### src/rtl/cdc_hs_pkg.sv
// Shared definitions for the four-phase req/ack CDC handshake.
// Holds the receiver FSM state encoding and the width/depth defaults
// used by both the domain-A driver and the domain-B receiver.
package cdc_hs_pkg;

  localparam int unsigned DATA_W_DEF      = 4;
  localparam int unsigned CNT_W_DEF       = 8;
  // Also used for the driver's ack synchronizer; keep the two sides aligned.
  localparam int unsigned SYNC_STAGES_DEF = 2;

  typedef enum logic [1:0] {
    IDLE = 2'd0,
    HOLD = 2'd1,
    ACK  = 2'd2
  } state_t;

endpackage

### src/rtl/data_receiver_if.sv
// Bundle of the handshake and downstream signals around data_receiver.
//   req      : request from domain A (asynchronous to the receiver clock)
//   data_in  : word from domain A, stable while req is high
//   ack      : registered acknowledge back to domain A
//   data_out : captured word
//   valid    : data_out holds an unaccepted word
//   ready    : downstream consumer accepts data_out
//   xfer_cnt : count of accepted words, wraps
//   seq_err  : sticky sequence error
// Modports: slave = receiver view, master = sender/consumer view.
interface data_receiver_if #(
  parameter int unsigned DATA_W = 4,
  parameter int unsigned CNT_W  = 8
);
  logic              req;
  logic [DATA_W-1:0] data_in;
  logic              ack;
  logic [DATA_W-1:0] data_out;
  logic              valid;
  logic              ready;
  logic [CNT_W-1:0]  xfer_cnt;
  logic              seq_err;

  modport slave (
    input  req, data_in, ready,
    output ack, data_out, valid, xfer_cnt, seq_err
  );

  modport master (
    output req, data_in, ready,
    input  ack, data_out, valid, xfer_cnt, seq_err
  );
endinterface

### src/rtl/cdc_sync_bit.sv
// Multi-flop single-bit synchronizer with synchronous active-high reset to 0.
//   clk : destination clock
//   rst : synchronous, active-high reset
//   d   : asynchronous input bit
//   q   : synchronized output (last stage)
module cdc_sync_bit
  import cdc_hs_pkg::*;
#(
  parameter int unsigned STAGES = SYNC_STAGES_DEF
) (
  input  logic clk,
  input  logic rst,
  input  logic d,
  output logic q
);

  logic [STAGES-1:0] chain;

  always_ff @(posedge clk) begin
    if (rst) chain <= '0;
    else     chain <= {chain[STAGES-2:0], d};
  end

  assign q = chain[STAGES-1];

endmodule

### src/rtl/data_receiver.sv
// Receive side of a four-phase req/ack handshake moving a word from
// domain A into domain B. The request is synchronized and edge-detected,
// the word is captured on the rising edge and offered downstream with
// valid/ready; after acceptance ack is raised until the request drops.
// Ports:
//   i_clk_b : domain-B clock, the only clock
//   i_rst   : synchronous, active-high reset
//   bus     : data_receiver_if.slave (req, data_in, ack, data_out, valid,
//             ready, xfer_cnt, seq_err)
// Optional feature: define DATA_SEQ_CHECK_EN to flag captured words that
// are not the previous captured word + 1; otherwise seq_err is tied 0.
module data_receiver
  import cdc_hs_pkg::*;
#(
  parameter int unsigned DATA_W      = DATA_W_DEF,
  parameter int unsigned CNT_W       = CNT_W_DEF,
  parameter int unsigned SYNC_STAGES = SYNC_STAGES_DEF
) (
  input  logic                  i_clk_b,
  input  logic                  i_rst,
  data_receiver_if.slave        bus
);

  logic              req_s;
  logic              req_edge;
  logic              req_rise;
  state_t            state;
  state_t            state_next;
  logic              load;
  logic              accept;
  logic              ack_q;
  logic [DATA_W-1:0] data_q;
  logic [CNT_W-1:0]  cnt_q;

  cdc_sync_bit #(.STAGES(SYNC_STAGES)) u_req_sync (
    .clk (i_clk_b),
    .rst (i_rst),
    .d   (bus.req),
    .q   (req_s)
  );

  always_ff @(posedge i_clk_b) begin
    if (i_rst) req_edge <= 1'b0;
    else       req_edge <= req_s;
  end

  assign req_rise = req_s & ~req_edge;

  always_comb begin
    state_next = state;
    load       = 1'b0;
    accept     = 1'b0;
    case (state)
      IDLE: begin
        if (req_rise) begin
          load       = 1'b1;
          state_next = HOLD;
        end
      end
      HOLD: begin
        if (bus.ready) begin
          accept     = 1'b1;
          state_next = ACK;
        end
      end
      ACK: begin
        // Wait for the request to be seen low so the next word starts a
        // fresh four-phase cycle.
        if (!req_s) state_next = IDLE;
      end
      default: state_next = IDLE;
    endcase
  end

  always_ff @(posedge i_clk_b) begin
    if (i_rst) begin
      state  <= IDLE;
      ack_q  <= 1'b0;
      data_q <= '0;
      cnt_q  <= '0;
    end else begin
      state <= state_next;
      // Registered copy of (state == ACK), driven from the next state so it
      // lines up with the state register without a decode after it.
      ack_q <= (state_next == ACK);
      if (load)   data_q <= bus.data_in;
      if (accept) cnt_q  <= cnt_q + 1'b1;
    end
  end

  assign bus.ack      = ack_q;
  assign bus.data_out = data_q;
  assign bus.valid    = (state == HOLD);
  assign bus.xfer_cnt = cnt_q;

`ifdef DATA_SEQ_CHECK_EN
  logic [DATA_W-1:0] prev_q;
  logic              have_prev;
  logic              seq_err_q;

  always_ff @(posedge i_clk_b) begin
    if (i_rst) begin
      prev_q    <= '0;
      have_prev <= 1'b0;
      seq_err_q <= 1'b0;
    end else if (load) begin
      prev_q    <= bus.data_in;
      have_prev <= 1'b1;
      if (have_prev && (bus.data_in != DATA_W'(prev_q + 1'b1)))
        seq_err_q <= 1'b1;
    end
  end

  assign bus.seq_err = seq_err_q;
`else
  assign bus.seq_err = 1'b0;
`endif

endmodule

### src/flat_wrapper.sv
// flat-port wrapper written by rule: the top's interface ports become plain ports
module data_receiver_flat import cdc_hs_pkg::*;
#(
  parameter int unsigned DATA_W      = DATA_W_DEF,
  parameter int unsigned CNT_W       = CNT_W_DEF,
  parameter int unsigned SYNC_STAGES = SYNC_STAGES_DEF
)
  (i_clk_b, i_rst, bus_req, bus_data_in, bus_ready, bus_ack, bus_data_out, bus_valid, bus_xfer_cnt, bus_seq_err);
  data_receiver_if #(.DATA_W(DATA_W), .CNT_W(CNT_W)) bus_i ();
  input  logic i_clk_b;
  input  logic i_rst;
  input wire logic [$bits(bus_i.req)-1:0] bus_req;
  input wire logic [$bits(bus_i.data_in)-1:0] bus_data_in;
  input wire logic [$bits(bus_i.ready)-1:0] bus_ready;
  output wire logic [$bits(bus_i.ack)-1:0] bus_ack;
  output wire logic [$bits(bus_i.data_out)-1:0] bus_data_out;
  output wire logic [$bits(bus_i.valid)-1:0] bus_valid;
  output wire logic [$bits(bus_i.xfer_cnt)-1:0] bus_xfer_cnt;
  output wire logic [$bits(bus_i.seq_err)-1:0] bus_seq_err;
  assign bus_i.req = bus_req;
  assign bus_i.data_in = bus_data_in;
  assign bus_i.ready = bus_ready;
  assign bus_ack = bus_i.ack;
  assign bus_data_out = bus_i.data_out;
  assign bus_valid = bus_i.valid;
  assign bus_xfer_cnt = bus_i.xfer_cnt;
  assign bus_seq_err = bus_i.seq_err;
  data_receiver #(.DATA_W(DATA_W), .CNT_W(CNT_W), .SYNC_STAGES(SYNC_STAGES)) u_core (.i_clk_b(i_clk_b), .i_rst(i_rst), .bus(bus_i));
endmodule
### config.mk
export PLATFORM = sky130hd
export DESIGN_NAME = data_receiver_flat
export DESIGN_NICKNAME = d
export VERILOG_FILES = /design/src/rtl/cdc_hs_pkg.sv /design/src/rtl/data_receiver_if.sv /design/src/rtl/cdc_sync_bit.sv /design/src/rtl/data_receiver.sv /design/src/flat_wrapper.sv
export SDC_FILE = /design/constraint.sdc
export NUM_CORES = 1
export LEC_CHECK = 0
export BUFFER_PORTS_ARGS = -buffer_cell sky130_fd_sc_hd__buf_2
export CAP_MARGIN = 20
export CORE_UTILIZATION = 45
export CTS_CLUSTER_DIAMETER = 100
export CTS_CLUSTER_SIZE = 24
export DETAILED_ROUTE_END_ITERATION = 7
export PLACE_DENSITY_LB_ADDON = 0.12
export REMOVE_ABC_BUFFERS = 1
export SYNTH_ARGS = -nofsm -noshare
export SYNTH_HDL_FRONTEND = slang
export SYNTH_SLANG_ARGS = --single-unit
### constraint.sdc
create_clock -name i_clk_b -period 2.83 [get_ports i_clk_b]
set_input_delay 0.566 -clock i_clk_b [delete_from_list [all_inputs] [get_ports i_clk_b]]
set_output_delay 0.566 -clock i_clk_b [all_outputs]
set_load 0.1 [all_outputs]
== Word level (Yosys, flattened, before mapping) ==
Cells that the tools add are included.

* Add/sub/neg operators: 1
* Equal/unequal tests: 3
* Mux-type cells: 8
* Bitwise logic cells: 2
* Reductions and logical operators: 1

{| class="wikitable"
|+ Operators with widths
! cell !! number
|-
| $add 8x1->8 const B || 1
|-
| $mux 2 || 3
|-
| $pmux 2 s3 || 1
|-
| $eq 2x2->1 const B || 2
|-
| $mux 1 || 4
|-
| $eq 2x1->1 const B || 1
|-
| $logic_not 2->1 || 1
|-
| $and 1x1->1 || 1
|-
| $not 1->1 || 1
|}

* Register bits: 18
* Input bits: 8
* Output and inout bits: 15

== Logic depth before layout (Yosys ltp) ==
Gate-level depths: netlist (run 1).

* Word-level depth: 5
* Gate-level depth with buffers: 4
* Gate-level depth less buffers: 4

== Hierarchy ==
A second synthesis (run 1) with hierarchy kept.

* Cell total of the unflattened synthesis: 70
* Area total of the unflattened synthesis: 693.2 um2

{| class="wikitable"
|+ By module, submodules not included
! module !! area an instance (um2) !! times used !! seq. area each (um2) !! cells an instance
|-
| data_receiver || 640.6 || 1 || 320.3 || 66
|-
| cdc_sync_bit || 52.6 || 1 || 40.0 || 4
|}

== Least setup slack after synthesis (run 1) ==
No wires, ideal clock.

* Path type: register to output
* From: register u_core.state[0]
* To: output port bus_valid
* Required time: 2.264 ns
* Buffers on the path: 0
* Setup slack: 0.427 ns
* Stages on the path, launching flop included: 2
* Arrival: 1.837 ns
* Cell sequence: dfxtp_1 > nor2b_1

* Cells in the longest elaborated chain, start to end: 1

{| class="wikitable"
|+ Ends and longest elaborated chain
! item !! RTL line !! source
|-
| start: declaration || data_receiver.sv:27 || <nowiki>state_t state;</nowiki>
|-
| start signal: assignment || data_receiver.sv:82 || <nowiki>state <= state_next;</nowiki>
|-
| $eq 2x1->1 || data_receiver.sv:93 || <nowiki>assign bus.valid = (state == HOLD);</nowiki>
|-
| end: declaration || flat_wrapper.sv:17 || <nowiki>output wire logic [$bits(bus_i.valid)-1:0] bus_valid;</nowiki>
|}

No other way between the ends.

== Final worst setup path (run 1) ==
Ends and elaborated chain as after synthesis.

==> results.toml, run 1 <==
[outcome]
status = "completed"

[drt]
ant_nets = 0
wirelength_um = 1240
dr.pass1.iters = 4
first_iter_violations = 5
wl_per_cell_um = 11.5
viasPerCell = 5.19
vias = 561
drc = 0

[synth]
synth.avg_cell_area_um2 = 9.99
synth_ff_type = "dfxtp_1"
ys_types = 21
synth_edf_count = 0
yosysMostFrequentCell = "dfxtp_1"
synthCells = 71
synth_top_area_share_pct = 50.8
ys_seq_area_share_pct = 50.8
synthArstFlopShare_pct = 0
synth_seq_cells = 18
syn_area_um2 = 709
synthTopCellsByArea = "dfxtp_1 51%, mux2i_1 7.1%, a21oi_1 5.6%"
synth_top_area_cell = "dfxtp_1"
synth_warnings = 0
synth_commonest_cells = "18 x dfxtp_1, 8 x a21oi_1, 8 x nor2_1"

[timing]
tightest_slew_ns = 0.678
fin_crit_sh_pct = 69.4
clock_skew_ns = 0.00446
rsz0062_at_grt = "false"
fmax_mhz = 509
maxSlewHeadroom_pct = 54.7
tns_ns = 0
timing.final.crit_period_ns = 1.96
worst_slack_ns = 0.866
hold_viol = 0
finalSetupViolations = 0
slew_violations = 0

[hold_path]
hold_start = "u_core.u_req_sync.chain[0]"
min_path_type = "reg -> reg"
min_delay_path_depth = 1
hold-path-endpoint = "u_core.u_req_sync.chain[1]"

[grt]
use_met3_pct = 3.48
grt_pass1_vias = 467
gr-usage-met2_pct = 21.6
antenna_found_initial = 0
grt_max_degree = 19
grt_util_met1_pct = 21.1
grt_pass1_wl_um = 2080
track_usage_pct = 15.7
top_usage_layer = "met2"
gr-total-overflow = 0

[setup_path]
endpoint_kind = "output port"
crit_family = "flip-flops"
r2r-start = "u_core.state[0]"
slowest_delay_ns = 0.47
crit_slowest_cell = "dfxtp_1"
crit_path_start_kind = "flop"
required_ns = 2.26
rrSetupSlack_ns = 1.37
crit_type = "reg -> out"
path_cells = "nor2b_1 > buf_2"
critPathMaxFanout = 6
startpoint = "u_core.state[0]"
crit_buf_inv = 1
r2r_cells = 3
cp_data_arrival_time_ns = 1.40
rr_endpoint = "u_core.bus.data_out[1]"

[power_and_ir_drop]
leakage_uw = 0.000410
powerDensity_nw_per_um2 = 549
peakVddDrop_uv = 322

[finish]
layout.nets = 103
postLayoutCellArea_um2 = 855
area_growth_pct = 20.5
drive_gt1_share_pct = 29.0
antenna_cells = 0

[cts]
clkTransAtPathRegs_ns = 0.10
clock_latency_ns = 0.29
cts_buffer_depth = 2
cts_tree = "yes"
cts_resized = 0
ctsHtreeMaxLevel = 1
post_cts_buffers = 0
hold_buffers = 0
numCtsBuffers = 3
root_buffer = "clkbuf_4"
cts_num_sinks = 18

[floorplanning]
ios = 23
initial_utilization_pct = 51.3
die_y_um = 41.7
core-area_um2 = 1380
row_count = 13
die_area_um2 = 1740
fp.dieW_um = 41.7

[run]
maxCapViolCount = 0

[place]
gp_congestion = 0.699
place_ws_ns = 1.19
postPlaceCellArea_um2 = 818
io_buffer_count = 21
hpwl_um = 893
[power by group]
group	internal (µW)	switching (µW)
registers	258	3.60
logic	11.2	39.2
clock network	78.4	78.3
total	348	121
[worst max-delay path by stage]
| stage | end | slack [ns] | cells past startpoint |
|---|---|---|---|
| floorplan | bus_valid | 0.43 | 1 |
| global placement | bus_valid | 1.22 | 2 |
| detailed placement | bus_valid | 1.19 | 2 |
| CTS | bus_valid | 0.85 | 2 |
| global route | bus_valid | 0.77 | 2 |
| finish | bus_valid | 0.87 | 2 |
[layer usage]
layer  wire length [µm]  part of all wire [%]
met1                627                    51
met2                534                    43
met3                 46                   3.7
met4                 29                   2.3
met5                  0                     0
[sequential cells by signal (all words and copies together), names as in the netlist]
signal	flops
u_core.state	2
u_core.u_req_sync.chain	2
u_core.bus.xfer_cnt	8
u_core.bus.ack	1
u_core.bus.data_out	4
u_core.req_edge	1
[metrics by stage]
step	power [µW]	utilization, %	hold WS [ns]	std cells
detailed placement	318	59.2	0.423	104
global route	490	61.8	0.473	108
CTS	475	61.8	0.447	108
floorplan	305	-	0.414	68
global placement	318	59.2	0.418	104
finish	469	61.8	0.443	108
[cell type report]
type                       instances  area (µm²)
fill                             129         528
sequential                        18         360
multi-input combinational         49         330
timing repair buffer              21         105
clock buffer                       4        36.3
tap                               15        18.8
inverter                           1        3.75
[cell usage in the layout, fill, tap and decap left out, drive strengths merged, types with 3 or more instances in the layout]
master	n
o31ai	3
or4	3
nor2	8
buf	21
dfxtp	18
nand2	4
a21oi	8
mux2i	5
nor2b	4
clkbuf	4
[logic make-up after synthesis]
| group | share of synthesized area (%) |
|---|---|
| compound gates | 10.2 |
| xor+xnor | 2.47 |
| fa+ha+maj | 1.76 |
| buf+inv | 2.65 |
| flops | 50.8 |
| mux | 7.05 |
| other cells | 0.529 |
| simple gates | 24.5 |
(Power assumes the default switching activity.)
==> run 2: changes to the inputs <==
==> constraint.sdc (replaced) <==
create_clock -name i_clk_b -period 1.9 [get_ports i_clk_b]
set_input_delay 0.38 -clock i_clk_b [delete_from_list [all_inputs] [get_ports i_clk_b]]
set_output_delay 0.38 -clock i_clk_b [all_outputs]
set_load 0.1 [all_outputs]
==> run 2 against run 1 <==
Global-route usage fell by 0.41 points. Hold slack worse by 0.15 ns. Sequential share of layout area shrank 0.37 points. Largest cell class unchanged.
==> results.toml, run 2 (synthesized netlist as in run 1, its figures left out) <==
[grt]
track_usage_pct = 15.3
gr-total-overflow = 0
grt_max_degree = 19
grt_pass1_wl_um = 2070
grt_pass1_vias = 491
antenna_found_initial = 0

[cts]
clkTransAtPathRegs_ns = 0.10
cts_resized = 0
cts_num_sinks = 18
numCtsBuffers = 3
clock_latency_ns = 0.29
root_buffer = "clkbuf_4"
ctsHtreeMaxLevel = 1
hold_buffers = 0
cts_tree = "yes"
cts_buffer_depth = 2
post_cts_buffers = 0

[drt]
drc = 0
dr.pass1.iters = 3
wirelength_um = 1280
wl_per_cell_um = 11.8
vias = 581
first_iter_violations = 3
viasPerCell = 5.33
ant_nets = 0

[setup_path]
required_ns = 1.52
critPathMaxFanout = 6
crit_type = "reg -> out"
cp_data_arrival_time_ns = 1.39
endpoint_kind = "output port"
crit_path_start_kind = "flop"

[finish]
layout_common_cells = "21 x buf_2, 18 x dfxtp_1, 8 x a21oi_1, 8 x nor2_1, 5 x mux2i_1"
final_cells = 109
antenna_cells = 0
drive_gt1_share_pct = 29.8
final_common_cell = "buf_2"
largest_reg_flops = 8
post-route-util_pct = 62.4
layout.nets = 104
area_growth_pct = 21.5

[outcome]
status = "completed"

[floorplanning]
die_y_um = 41.7
fp.dieW_um = 41.7
row_count = 13
die_area_um2 = 1740
initial_utilization_pct = 51.3
core-area_um2 = 1380
ios = 23

[power_and_ir_drop]
finalPower_uw = 698
leakage_uw = 0.000415
powerDensity_nw_per_um2 = 809
peakVddDrop_uv = 638

[timing]
finalSetupViolations = 0
fin_crit_sh_pct = 93.3
tns_ns = 0
slew_violations = 0
worst_slack_ns = 0.128
hold_viol = 0
fmax_mhz = 564
clock_skew_ns = 0.00426
rsz0062_at_grt = "false"
timing.final.crit_period_ns = 1.77

[place]
hpwl_um = 914
numPlacedInstances = 105
io_buffer_count = 21
gp_congestion = 0.699
place_ws_ns = 0.449

[run]
maxCapViolCount = 0

[hold_path]
min_path_type = "in -> reg"
-- run 2: final cells by class --
cell class / instances / area, µm²
clock buffers: 4 / 36.3
fillers: 127 / 520
inverters: 1 / 3.75
multi-input cells: 49 / 330
flip-flops and latches: 18 / 360
well taps: 15 / 18.8
repair buffers: 22 / 113
-- run 2: path summary, 6_finish.rpt --
kind	from	to	slack, ns	cells past startpoint
worst max register to register	u_core.state[0]	u_core.bus.xfer_cnt[5]	0.47	3
worst min register to register	u_core.u_req_sync.chain[0]	u_core.u_req_sync.chain[1]	0.45	1
worst max-delay path	u_core.state[0]	bus_valid	0.13	2
worst min-delay path	bus_req	u_core.u_req_sync.chain[0]	0.30	2
-- run 2: critical path, cell delays in order (launching register included) --
cell and delay, ns:
dfxtp_1 0.47, nor2b_1 0.20, buf_2 0.44
-- run 2: layer usage --
layer  track usage [%]  share of wire, %  vias to the layer above
met5                 0                 0                        -
met4              9.68               1.1                        0
met3              3.04               2.6                        2
met2              23.4                46                       12
met1              19.4                50                      272
li1                  -                 -                      295
-- run 2: where the power goes --
part / internal (µW) / switching (µW) / leakage [µW] / total [µW]
Combinational: 17.6 / 58.9 / 0.000249 / 76.6
Clock: 117 / 115 / 0.0000210 / 231
Sequential: 385 / 5.33 / 0.000146 / 390
-- run 2: stage by stage --
step	area (µm²)	hold slack, ns
after detailed placement	826	0.428
after floorplan	694	0.414
after global routing	862	0.303
after CTS	862	0.284
after global placement	826	0.418
final	862	0.297
==> run 3: changes to the inputs <==
--- a/config.mk
+++ b/config.mk
@@ -7,11 +7,13 @@
 export LEC_CHECK = 0
 export BUFFER_PORTS_ARGS = -buffer_cell sky130_fd_sc_hd__buf_2
 export CAP_MARGIN = 20
+export CORE_MARGIN = 5
 export CORE_UTILIZATION = 45
 export CTS_CLUSTER_DIAMETER = 100
 export CTS_CLUSTER_SIZE = 24
 export DETAILED_ROUTE_END_ITERATION = 7
-export PLACE_DENSITY_LB_ADDON = 0.12
+export MAX_ROUTING_LAYER = met4
+export PLACE_DENSITY = 0.7
 export REMOVE_ABC_BUFFERS = 1
 export SYNTH_ARGS = -nofsm -noshare
 export SYNTH_HDL_FRONTEND = slang
==> run 3 against run 2 <==
Fmax is 1.2% lower. Critical endpoint unchanged. Highest routed layer unchanged. Clock skew is 0.0016 ns lower. Routed wire length up 6.5%. Global-route usage down 2.9 points. Critical path depth stayed put.
==> results.toml, run 3 (synthesized netlist as in run 1, its figures left out) <==
[cts]
cts_num_sinks = 18
hold_buffers = 0
root_buffer = "clkbuf_4"
cts_resized = 0
clock_latency_ns = 0.30
post_cts_buffers = 0
cts_buffer_depth = 2
ctsHtreeMaxLevel = 1
numCtsBuffers = 3
clkTransAtPathRegs_ns = 0.10
cts_tree = "yes"

[floorplanning]
ios = 23
initial_utilization_pct = 47.1
fp.dieW_um = 49.7
die_y_um = 49.7
row_count = 14
core-area_um2 = 1510
die_area_um2 = 2470

[timing]
rsz0062_at_grt = "false"
slew_violations = 0
finalSetupViolations = 0
timing.final.crit_period_ns = 1.79
clock_skew_ns = 0.00270
hold_viol = 0
fmax_mhz = 557
fin_crit_sh_pct = 94.4

[finish]
final_cells = 110
multiInputGateArea_um2 = 330
largest_reg_flops = 8
regArea_um2 = 360
layout_common_cells = "21 x buf_2, 18 x dfxtp_1, 8 x a21oi_1, 8 x nor2_1, 5 x mux2i_1"
fillers = 146
drive_gt1_share_pct = 29.8
area_growth_pct = 21.7
antenna_cells = 0
layout.nets = 104
postLayoutCellArea_um2 = 863
final_common_cell = "buf_2"

[grt]
antenna_found_initial = 0
grt_max_degree = 19
track_usage_pct = 12.4
grt_pass1_wl_um = 2270
grt_pass1_vias = 519
gr-total-overflow = 0

[setup_path]
critPathMaxFanout = 6
endpoint_kind = "output port"
cp_data_arrival_time_ns = 1.41
crit_type = "reg -> out"
crit_path_start_kind = "flop"
required_ns = 1.52

[drt]
wl_per_cell_um = 12.4
wirelength_um = 1370
viasPerCell = 5.23
ant_nets = 0
vias = 575
dr.pass1.iters = 2
drc = 0
first_iter_violations = 3

[run]
maxCapViolCount = 0

[hold_path]
min_path_type = "in -> reg"

[power_and_ir_drop]
peakVddDrop_uv = 369
leakage_uw = 0.000415
finalPower_uw = 705
powerDensity_nw_per_um2 = 816

[outcome]
status = "completed"

[place]
gp_congestion = 0.735
postPlaceCellArea_um2 = 827
hpwl_um = 985
numPlacedInstances = 106
io_buffer_count = 21
## run 3: area by class of cell
type	count	area share [%]
clock buffers	4	4.20
well taps	16	2.32
inverters	1	0.435
flip-flops and latches	18	41.7
multi-input cells	49	38.3
repair buffers	22	13.0
## run 3: final timing paths
check | startpoint | endpoint | slack, ns | depth (start not counted)
worst max-delay path | u_core.state[0] | bus_valid | 0.11 | 2
worst max register to register | u_core.state[0] | u_core.bus.xfer_cnt[6] | 0.49 | 3
worst min-delay path | bus_req | u_core.u_req_sync.chain[0] | 0.28 | 2
worst min register to register | u_core.u_req_sync.chain[0] | u_core.u_req_sync.chain[1] | 0.45 | 1
## run 3: layer usage
layer	up-vias	track usage, %	share of wire [%]
li1	295	-	-
met1	263	14.7	46
met2	12	18.0	46
met3	5	4.52	5.3
met4	0	6.55	2.6
met5	-	-	0
## run 3: report_power, final
| part | leakage (µW) | switching, µW | internal (µW) |
|---|---|---|---|
| Sequential | 0.000146 | 5.09 | 385 |
| Combinational | 0.000249 | 59.1 | 17.6 |
| Clock | 0.0000210 | 121 | 117 |
| Total | 0.000415 | 186 | 519 |
## run 3: worst max-delay path, cell delays in order, from the launching register on
cell and delay, ns:
dfxtp_1 0.47, nor2b_1 0.20, buf_2 0.45
## run 3: per-stage QoR
step / hold WS [ns] / TNS, ns / setup slack, ns / util, %
after CTS: 0.269 / 0 / 0.0949 / 57.3
after global placement: 0.430 / 0 / 0.475 / 54.9
after detailed placement: 0.428 / 0 / 0.436 / 54.9
after floorplan: 0.414 / -0.789 / -0.317 / -
final: 0.282 / 0 / 0.106 / 57.3
after global routing: 0.284 / 0 / 0.00600 / 57.3
